`src/rtl/xbar_write_order_queue_if.sv`:
```
`default_nettype none
// ============================================================================
// Module      : xbar_write_order_queue_if
// Description : Handshake bundle between the crossbar AW arbiter / W steering
//               logic and the per-slave write ordering queue.
// Revision    : 1.0 - initial release
// ============================================================================
interface xbar_write_order_queue_if #(
  parameter int MASTERS   = 2,
  parameter int LEN_WIDTH = 4,
  parameter int DEPTH     = 8
);
  localparam int MW = $clog2(MASTERS);
  localparam int CW = $clog2(DEPTH) + 1;

  // AW grant side
  logic                 aw_push;
  logic [MW-1:0]        aw_src_master;
  logic [LEN_WIDTH-1:0] aw_len;
  logic                 aw_full;

  // W steering side
  logic                 w_route_valid;
  logic [MW-1:0]        w_src_master;
  logic                 w_expect_last;
  logic                 w_beat;
  logic                 w_last_in;

  // Status
  logic [CW-1:0]        outstanding;
  logic                 len_error;
  logic                 orphan_error;
  logic                 err_clear;

  // Crossbar side: issues grants and beats, observes routing/status
  modport master (
    output aw_push, aw_src_master, aw_len, w_beat, w_last_in, err_clear,
    input  aw_full, w_route_valid, w_src_master, w_expect_last,
           outstanding, len_error, orphan_error
  );

  // Queue side
  modport slave (
    input  aw_push, aw_src_master, aw_len, w_beat, w_last_in, err_clear,
    output aw_full, w_route_valid, w_src_master, w_expect_last,
           outstanding, len_error, orphan_error
  );
endinterface
`default_nettype wire

```
`src/rtl/xbar_write_order_queue.sv`:
```
`default_nettype none
// ============================================================================
// Module      : xbar_write_order_queue
// Description : In-order queue of granted AW transactions for one crossbar
//               slave port. Steers W beats to the head entry's master, counts
//               beats against its AWLEN and flags WLAST/length mismatches.
// Revision    : 1.0 - initial release
// ============================================================================
module xbar_write_order_queue #(
  parameter int MASTERS   = 2,
  parameter int LEN_WIDTH = 4,
  parameter int DEPTH     = 8
) (
  input  wire logic               ACLK,
  input  wire logic               ARESET,
  xbar_write_order_queue_if.slave bus
);
  localparam int MW = $clog2(MASTERS);
  localparam int CW = $clog2(DEPTH) + 1;
  localparam int PW = CW - 1;

  // Entry storage: data only, qualified by count so it needs no reset
  logic [MW-1:0]        src_mem_q [DEPTH];
  logic [LEN_WIDTH-1:0] len_mem_q [DEPTH];

  logic [PW-1:0]        wr_ptr_q, wr_ptr_d;
  logic [PW-1:0]        rd_ptr_q, rd_ptr_d;
  logic [CW-1:0]        count_q, count_d;
  logic [LEN_WIDTH-1:0] beat_cnt_q, beat_cnt_d;
  logic                 len_error_q, len_error_d;
  logic                 orphan_error_q, orphan_error_d;

  logic                 w_full;
  logic                 w_valid;
  logic                 w_push;
  logic                 w_beat_ok;
  logic                 w_at_last;
  logic                 w_pop;
  logic [MW-1:0]        w_head_src;
  logic [LEN_WIDTH-1:0] w_head_len;

  // Head decode and push/pop qualification from registered state only
  always_comb begin
    w_full     = (count_q == CW'(DEPTH));
    w_valid    = (count_q != '0);
    w_head_src = src_mem_q[rd_ptr_q];
    w_head_len = len_mem_q[rd_ptr_q];
    w_at_last  = (beat_cnt_q == w_head_len);
    w_push     = bus.aw_push & ~w_full;
    w_beat_ok  = bus.w_beat & w_valid;
    // The beat counter alone decides when a burst ends; WLAST is only checked
    w_pop      = w_beat_ok & w_at_last;
  end

  // Next-state for pointers, occupancy, beat counter and sticky errors
  always_comb begin
    wr_ptr_d       = wr_ptr_q;
    rd_ptr_d       = rd_ptr_q;
    count_d        = count_q;
    beat_cnt_d     = beat_cnt_q;
    len_error_d    = len_error_q;
    orphan_error_d = orphan_error_q;

    if (w_push) begin
      wr_ptr_d = wr_ptr_q + 1'b1;
    end

    if (w_beat_ok) begin
      if (w_at_last) begin
        rd_ptr_d   = rd_ptr_q + 1'b1;
        beat_cnt_d = '0;
      end else begin
        beat_cnt_d = beat_cnt_q + 1'b1;
      end
    end

    if (w_push && !w_pop) begin
      count_d = count_q + 1'b1;
    end else if (w_pop && !w_push) begin
      count_d = count_q - 1'b1;
    end

    // Clear first so a same-cycle set condition wins
    if (bus.err_clear) begin
      len_error_d    = 1'b0;
      orphan_error_d = 1'b0;
    end
    if (w_beat_ok && (bus.w_last_in != w_at_last)) begin
      len_error_d = 1'b1;
    end
    if (bus.w_beat && !w_valid) begin
      orphan_error_d = 1'b1;
    end
  end

  // Control state registers
  always_ff @(posedge ACLK) begin
    if (ARESET) begin
      wr_ptr_q       <= '0;
      rd_ptr_q       <= '0;
      count_q        <= '0;
      beat_cnt_q     <= '0;
      len_error_q    <= 1'b0;
      orphan_error_q <= 1'b0;
    end else begin
      wr_ptr_q       <= wr_ptr_d;
      rd_ptr_q       <= rd_ptr_d;
      count_q        <= count_d;
      beat_cnt_q     <= beat_cnt_d;
      len_error_q    <= len_error_d;
      orphan_error_q <= orphan_error_d;
    end
  end

  // Entry write at the tail on an accepted grant
  always_ff @(posedge ACLK) begin
    if (w_push) begin
      src_mem_q[wr_ptr_q] <= bus.aw_src_master;
      len_mem_q[wr_ptr_q] <= bus.aw_len;
    end
  end

  // Output mapping
  always_comb begin
    bus.aw_full       = w_full;
    bus.w_route_valid = w_valid;
    bus.w_src_master  = w_valid ? w_head_src : '0;
    bus.w_expect_last = w_valid & w_at_last;
    bus.outstanding   = count_q;
    bus.len_error     = len_error_q;
    bus.orphan_error  = orphan_error_q;
  end

endmodule
`default_nettype wire

```
`src/flat_wrapper.sv`:
```
// flat-port wrapper written by rule: the top's interface ports become plain ports
module xbar_write_order_queue_flat 
#(
  parameter int MASTERS   = 2,
  parameter int LEN_WIDTH = 4,
  parameter int DEPTH     = 8
)
  (ACLK, ARESET, bus_aw_push, bus_aw_src_master, bus_aw_len, bus_w_beat, bus_w_last_in, bus_err_clear, bus_aw_full, bus_w_route_valid, bus_w_src_master, bus_w_expect_last, bus_outstanding, bus_len_error, bus_orphan_error);
  xbar_write_order_queue_if #(.MASTERS(MASTERS), .LEN_WIDTH(LEN_WIDTH), .DEPTH(DEPTH)) bus_i ();
  input  wire logic ACLK;
  input  wire logic ARESET;
  input wire logic [$bits(bus_i.aw_push)-1:0] bus_aw_push;
  input wire logic [$bits(bus_i.aw_src_master)-1:0] bus_aw_src_master;
  input wire logic [$bits(bus_i.aw_len)-1:0] bus_aw_len;
  input wire logic [$bits(bus_i.w_beat)-1:0] bus_w_beat;
  input wire logic [$bits(bus_i.w_last_in)-1:0] bus_w_last_in;
  input wire logic [$bits(bus_i.err_clear)-1:0] bus_err_clear;
  output wire logic [$bits(bus_i.aw_full)-1:0] bus_aw_full;
  output wire logic [$bits(bus_i.w_route_valid)-1:0] bus_w_route_valid;
  output wire logic [$bits(bus_i.w_src_master)-1:0] bus_w_src_master;
  output wire logic [$bits(bus_i.w_expect_last)-1:0] bus_w_expect_last;
  output wire logic [$bits(bus_i.outstanding)-1:0] bus_outstanding;
  output wire logic [$bits(bus_i.len_error)-1:0] bus_len_error;
  output wire logic [$bits(bus_i.orphan_error)-1:0] bus_orphan_error;
  assign bus_i.aw_push = bus_aw_push;
  assign bus_i.aw_src_master = bus_aw_src_master;
  assign bus_i.aw_len = bus_aw_len;
  assign bus_i.w_beat = bus_w_beat;
  assign bus_i.w_last_in = bus_w_last_in;
  assign bus_i.err_clear = bus_err_clear;
  assign bus_aw_full = bus_i.aw_full;
  assign bus_w_route_valid = bus_i.w_route_valid;
  assign bus_w_src_master = bus_i.w_src_master;
  assign bus_w_expect_last = bus_i.w_expect_last;
  assign bus_outstanding = bus_i.outstanding;
  assign bus_len_error = bus_i.len_error;
  assign bus_orphan_error = bus_i.orphan_error;
  xbar_write_order_queue #(.MASTERS(MASTERS), .LEN_WIDTH(LEN_WIDTH), .DEPTH(DEPTH)) u_core (.ACLK(ACLK), .ARESET(ARESET), .bus(bus_i));
endmodule
```
`config.mk`:
```
export PLATFORM = sky130hd
export DESIGN_NAME = xbar_write_order_queue_flat
export DESIGN_NICKNAME = d
export VERILOG_FILES = /design/src/rtl/xbar_write_order_queue_if.sv /design/src/rtl/xbar_write_order_queue.sv /design/src/flat_wrapper.sv
export SDC_FILE = /design/constraint.sdc
export NUM_CORES = 1
export LEC_CHECK = 0
export ABC_AREA = 1
export ABC_CLOCK_PERIOD_IN_PS = 3300
export CORE_MARGIN = 2
export CORE_UTILIZATION = 40
export DETAILED_ROUTE_END_ITERATION = 6
export GPL_TIMING_DRIVEN = 0
export SYNTH_ARGS = -nofsm -noshare
export SYNTH_HDL_FRONTEND = slang
export SYNTH_SLANG_ARGS = --single-unit
```
`constraint.sdc`:
```
create_clock -name ACLK -period 3.3 [get_ports ACLK]
set_clock_uncertainty 0.1 [all_clocks]
set_input_delay 0.99 -clock ACLK [delete_from_list [all_inputs] [get_ports ACLK]]
set_output_delay 0.99 -clock ACLK [all_outputs]
set_load 0.02 [all_outputs]
```
==> results.toml <==
[setup_path]
cp-end-kind = "flop"
crit_buf_inv = 3
slowest_delay_ps = 490
path_max_fanout = 7
crit_family = "buffers and inverters"
cpMaxStageDelayCell = "clkdlybuf4s50_1"
startpoint_type = "input pin"
worstPathRequired_ps = 3420
critPathArrivalTime_ps = 3280
worstSetupPathType = "input pin to flop"
cp_cell_sequence = "clkdlybuf4s50_1 -> nand2_1 -> inv_2 -> nand3_4 -> ha_1 -> inv_2 -> ha_4 -> and3_1 -> a211oi_2 -> nor2_1 -> nor2_1 -> nand2_1 -> o21ai_0 -> a21oi_1"

[clock_tree]
clk_pin_slew_ps = 60
clock_path_buffers = 2
cts_buffers = 9
cts-root-buf = "clkbuf_8"
cts_hold_buf = 0
cts_sinks = 59
clk_latency_ps = 340
cts_tree = "built"
cts_htree_levels = 3

[min_path]
hp-class = "flop to flop"

[layout]
area.growth.synth_to_final_pct = 20.6
final_util = 0.503
final_cells = 402
final_nets = 338
diodes = 0
multi_input_area_sq_um = 876
fill_cells = 581
finalInstanceArea_sq_mm = 0.00321
seqCellArea_sq_mm = 0.00158
layout-drive-gt1-share = 0.0954

[yosys]
yosysSeqAreaShare = 0.593
synthAdderAreaFrac = 0.0357
synthCells = 289
synth_xor_area_frac = 0.00986
yosysWarnings = 0
synth.distinct_cells = 27
syn_area_sq_mm = 0.00267
synth-compound-area-share = 0.0507
yosys-mux-area-fraction = 0
ys_seq_elements = 59
synth_top_family_by_area = "simple AND/OR/NAND/NOR gates"
postSynthAreaPerCell_sq_um = 9.22
yosys.area_share.simple = 0.224
synth.net_count = 307

[floorplan]
coreArea_sq_mm = 0.00639
initial_core_util = 0.417
dieWidth_microns = 85.6
num_rows = 29
dieArea_sq_mm = 0.00733
num_io_pins = 21
die-height_microns = 85.6

[pwr]
switchingPower_uw = 516
p_leak_nw = 1.37
p_clk_frac = 0.389
power_mw = 1.99
sequentialPowerShare = 0.436
ir_drop_mv = 0.347
internal-power_mw = 1.48
p_comb_frac = 0.175
power_density_mw_per_mm2 = 620
p_sw_frac = 0.259

[detailed_routing]
wire_per_inst_microns = 13.1
dr.pass1.iters = 5
viasPerCell = 4.75
ant_nets = 0
drt_iter0_markers = 73
wl_mm = 5.29
via_count = 1909
drc = 0

[sta]
period_share = 0.955
fin_ws_ps = 147
rsz0062_at_grt = "false"
slew_violations = 0
fin_crit_ps = 3150
timing.fmax_ghz = 0.317
finalSetupViolations = 0
slew_headroom = 0.602
hold_viol_final = 0
worst_pin_slew_ps = 595

[placed_design]
dp_hpwl_mm = 3.70
io_buffers = 19
place_worst_setup_slack_ps = -393
gp_congestion = 0.768
dpl.cell_count = 385
dpl-instance-area_sq_mm = 0.00295

[global_routing]
grt_pass1_wl_mm = 8.54
grt_pass1_vias = 1859
overflow = 0
grt_use_total = 0.158
antenna_found_initial = 0
grt_start_max_net_pins = 11

[status]
status = "completed"

[run]
max_cap_viol_count = 0
layout make-up:
class,instances,area share
Clock buffer,11,0.0409
Sequential cell,59,0.492
Clock inverter,5,0.0315
Buffer,6,0.0144
Inverter,49,0.0576
Timing Repair Buffer,20,0.0607
Tap cell,77,0.0300
Multi-Input combinational cell,175,0.273
tightest hold or removal path, stage by stage, from the launching register on:
cell and delay, ps:
dfxtp_1 310, nand2_1 60, a21oi_1 50
power groups by stage:
stage	Combinational (mW)	Sequential [mW]	Clock, mW
CTS	0.334	0.867	0.792
global placement	0.327	0.882	0
global route	0.389	0.874	0.826
detailed placement	0.332	0.883	0
floorplan	0.197	0.895	0
finish	0.349	0.868	0.776
layout by cell type, fill, tap and decap left out, drive strengths merged:
| cell | n |
|---|---|
| clkinv | 2 |
| and3 | 1 |
| nor3 | 2 |
| edfxtp | 40 |
| a211oi | 1 |
| clkdlybuf4s50 | 17 |
| nor2 | 28 |
| nand3 | 32 |
| bufinv | 3 |
| a31oi | 1 |
| dlymetal6s2s | 1 |
| fa | 1 |
| clkbuf | 13 |
| xor2 | 3 |
| buf | 6 |
| inv | 48 |
| or2 | 1 |
| clkinvlp | 1 |
| nand2 | 73 |
| nand4 | 2 |
| dfxtp | 19 |
| o21ai | 12 |
| a21oi | 11 |
| o22ai | 1 |
| ha | 6 |
final timing paths:
check | from | to | slack (ps) | cells past startpoint
worst max-delay path | bus_w_beat | u_core.bus.outstanding[3]$_SDFFE_PP0P_ | 150 | 14
worst min-delay path | u_core.bus.len_error$_SDFFE_PP0P_ | u_core.bus.len_error$_SDFFE_PP0P_ | 370 | 2
worst max register to register | flop | u_core.bus.outstanding[3]$_SDFFE_PP0P_ | 300 | 18
worst min register to register | u_core.bus.len_error$_SDFFE_PP0P_ | u_core.bus.len_error$_SDFFE_PP0P_ | 370 | 2
synth_stat cells:
master / instances / area (sq um)
inv_1: 46 / 173
o21ai_0: 12 / 60.1
dfxtp_1: 19 / 380
ha_1: 6 / 75.1
buf_2: 1 / 5.00
xor2_1: 3 / 26.3
nand4_1: 2 / 12.5
nand2_1: 73 / 274
nor2_2: 2 / 12.5
a21oi_1: 11 / 55.1
inv_2: 2 / 7.51
buf_6: 2 / 22.5
nand3_1: 31 / 155
nand3_4: 1 / 17.5
edfxtp_1: 40 / 1200
o22ai_1: 1 / 6.26
nor3_2: 1 / 10.0
nor2_1: 26 / 97.6
a31oi_1: 1 / 6.26
clkinv_1: 1 / 3.75
or2_1: 1 / 6.26
a211oi_1: 1 / 7.51
and3_1: 1 / 6.26
buf_4: 2 / 15.0
clkbuf_1: 1 / 3.75
nor3_1: 1 / 5.00
fa_1: 1 / 20.0
per-stage QoR:
step           hold WS [ps]  setup TNS, ps
2_1_floorplan           363              0
3_3_place_gp            354           -320
3_5_place_dp            364           -393
4_1_cts                 375              0
5_1_grt                 393              0
6_report                374              0
timing repair:
action,4_1_cts,5_1_grt
cloned,0,0
buffers inserted,0,1
setup endpoints to repair,2,3
resized for setup,3,7
routing by layer:
metal  global-route usage  vias to the layer above  routed length [microns]
li1                     -                      998                        -
met1                0.194                      865                     2400
met2                0.255                       37                     2570
met3               0.0491                        9                      222
met4               0.0722                        0                       89
met5                    0                        -                        0
logic make-up (layout without fill, tap and decap cells):
family / after synthesis / count (layout)
adder cells (fa/ha/maj): 7 / 7
XOR/XNOR: 3 / 3
AND/OR/NAND/NOR: 139 / 139
buffers and inverters: 55 / 91
flip-flops: 59 / 59
AO/OA/AOI/OAI: 26 / 26
state kept, by name, indices dropped and copies added (netlist names), named ones only:
signal	flops
u_core.bus.len_error	1
u_core.wr_ptr_q	3
u_core.beat_cnt_q	4
u_core.len_mem_q	32
u_core.bus.orphan_error	1
u_core.bus.outstanding	4
u_core.src_mem_q	8
u_core.rd_ptr_q	3
Note: power is estimated with default switching activity, not from simulation.
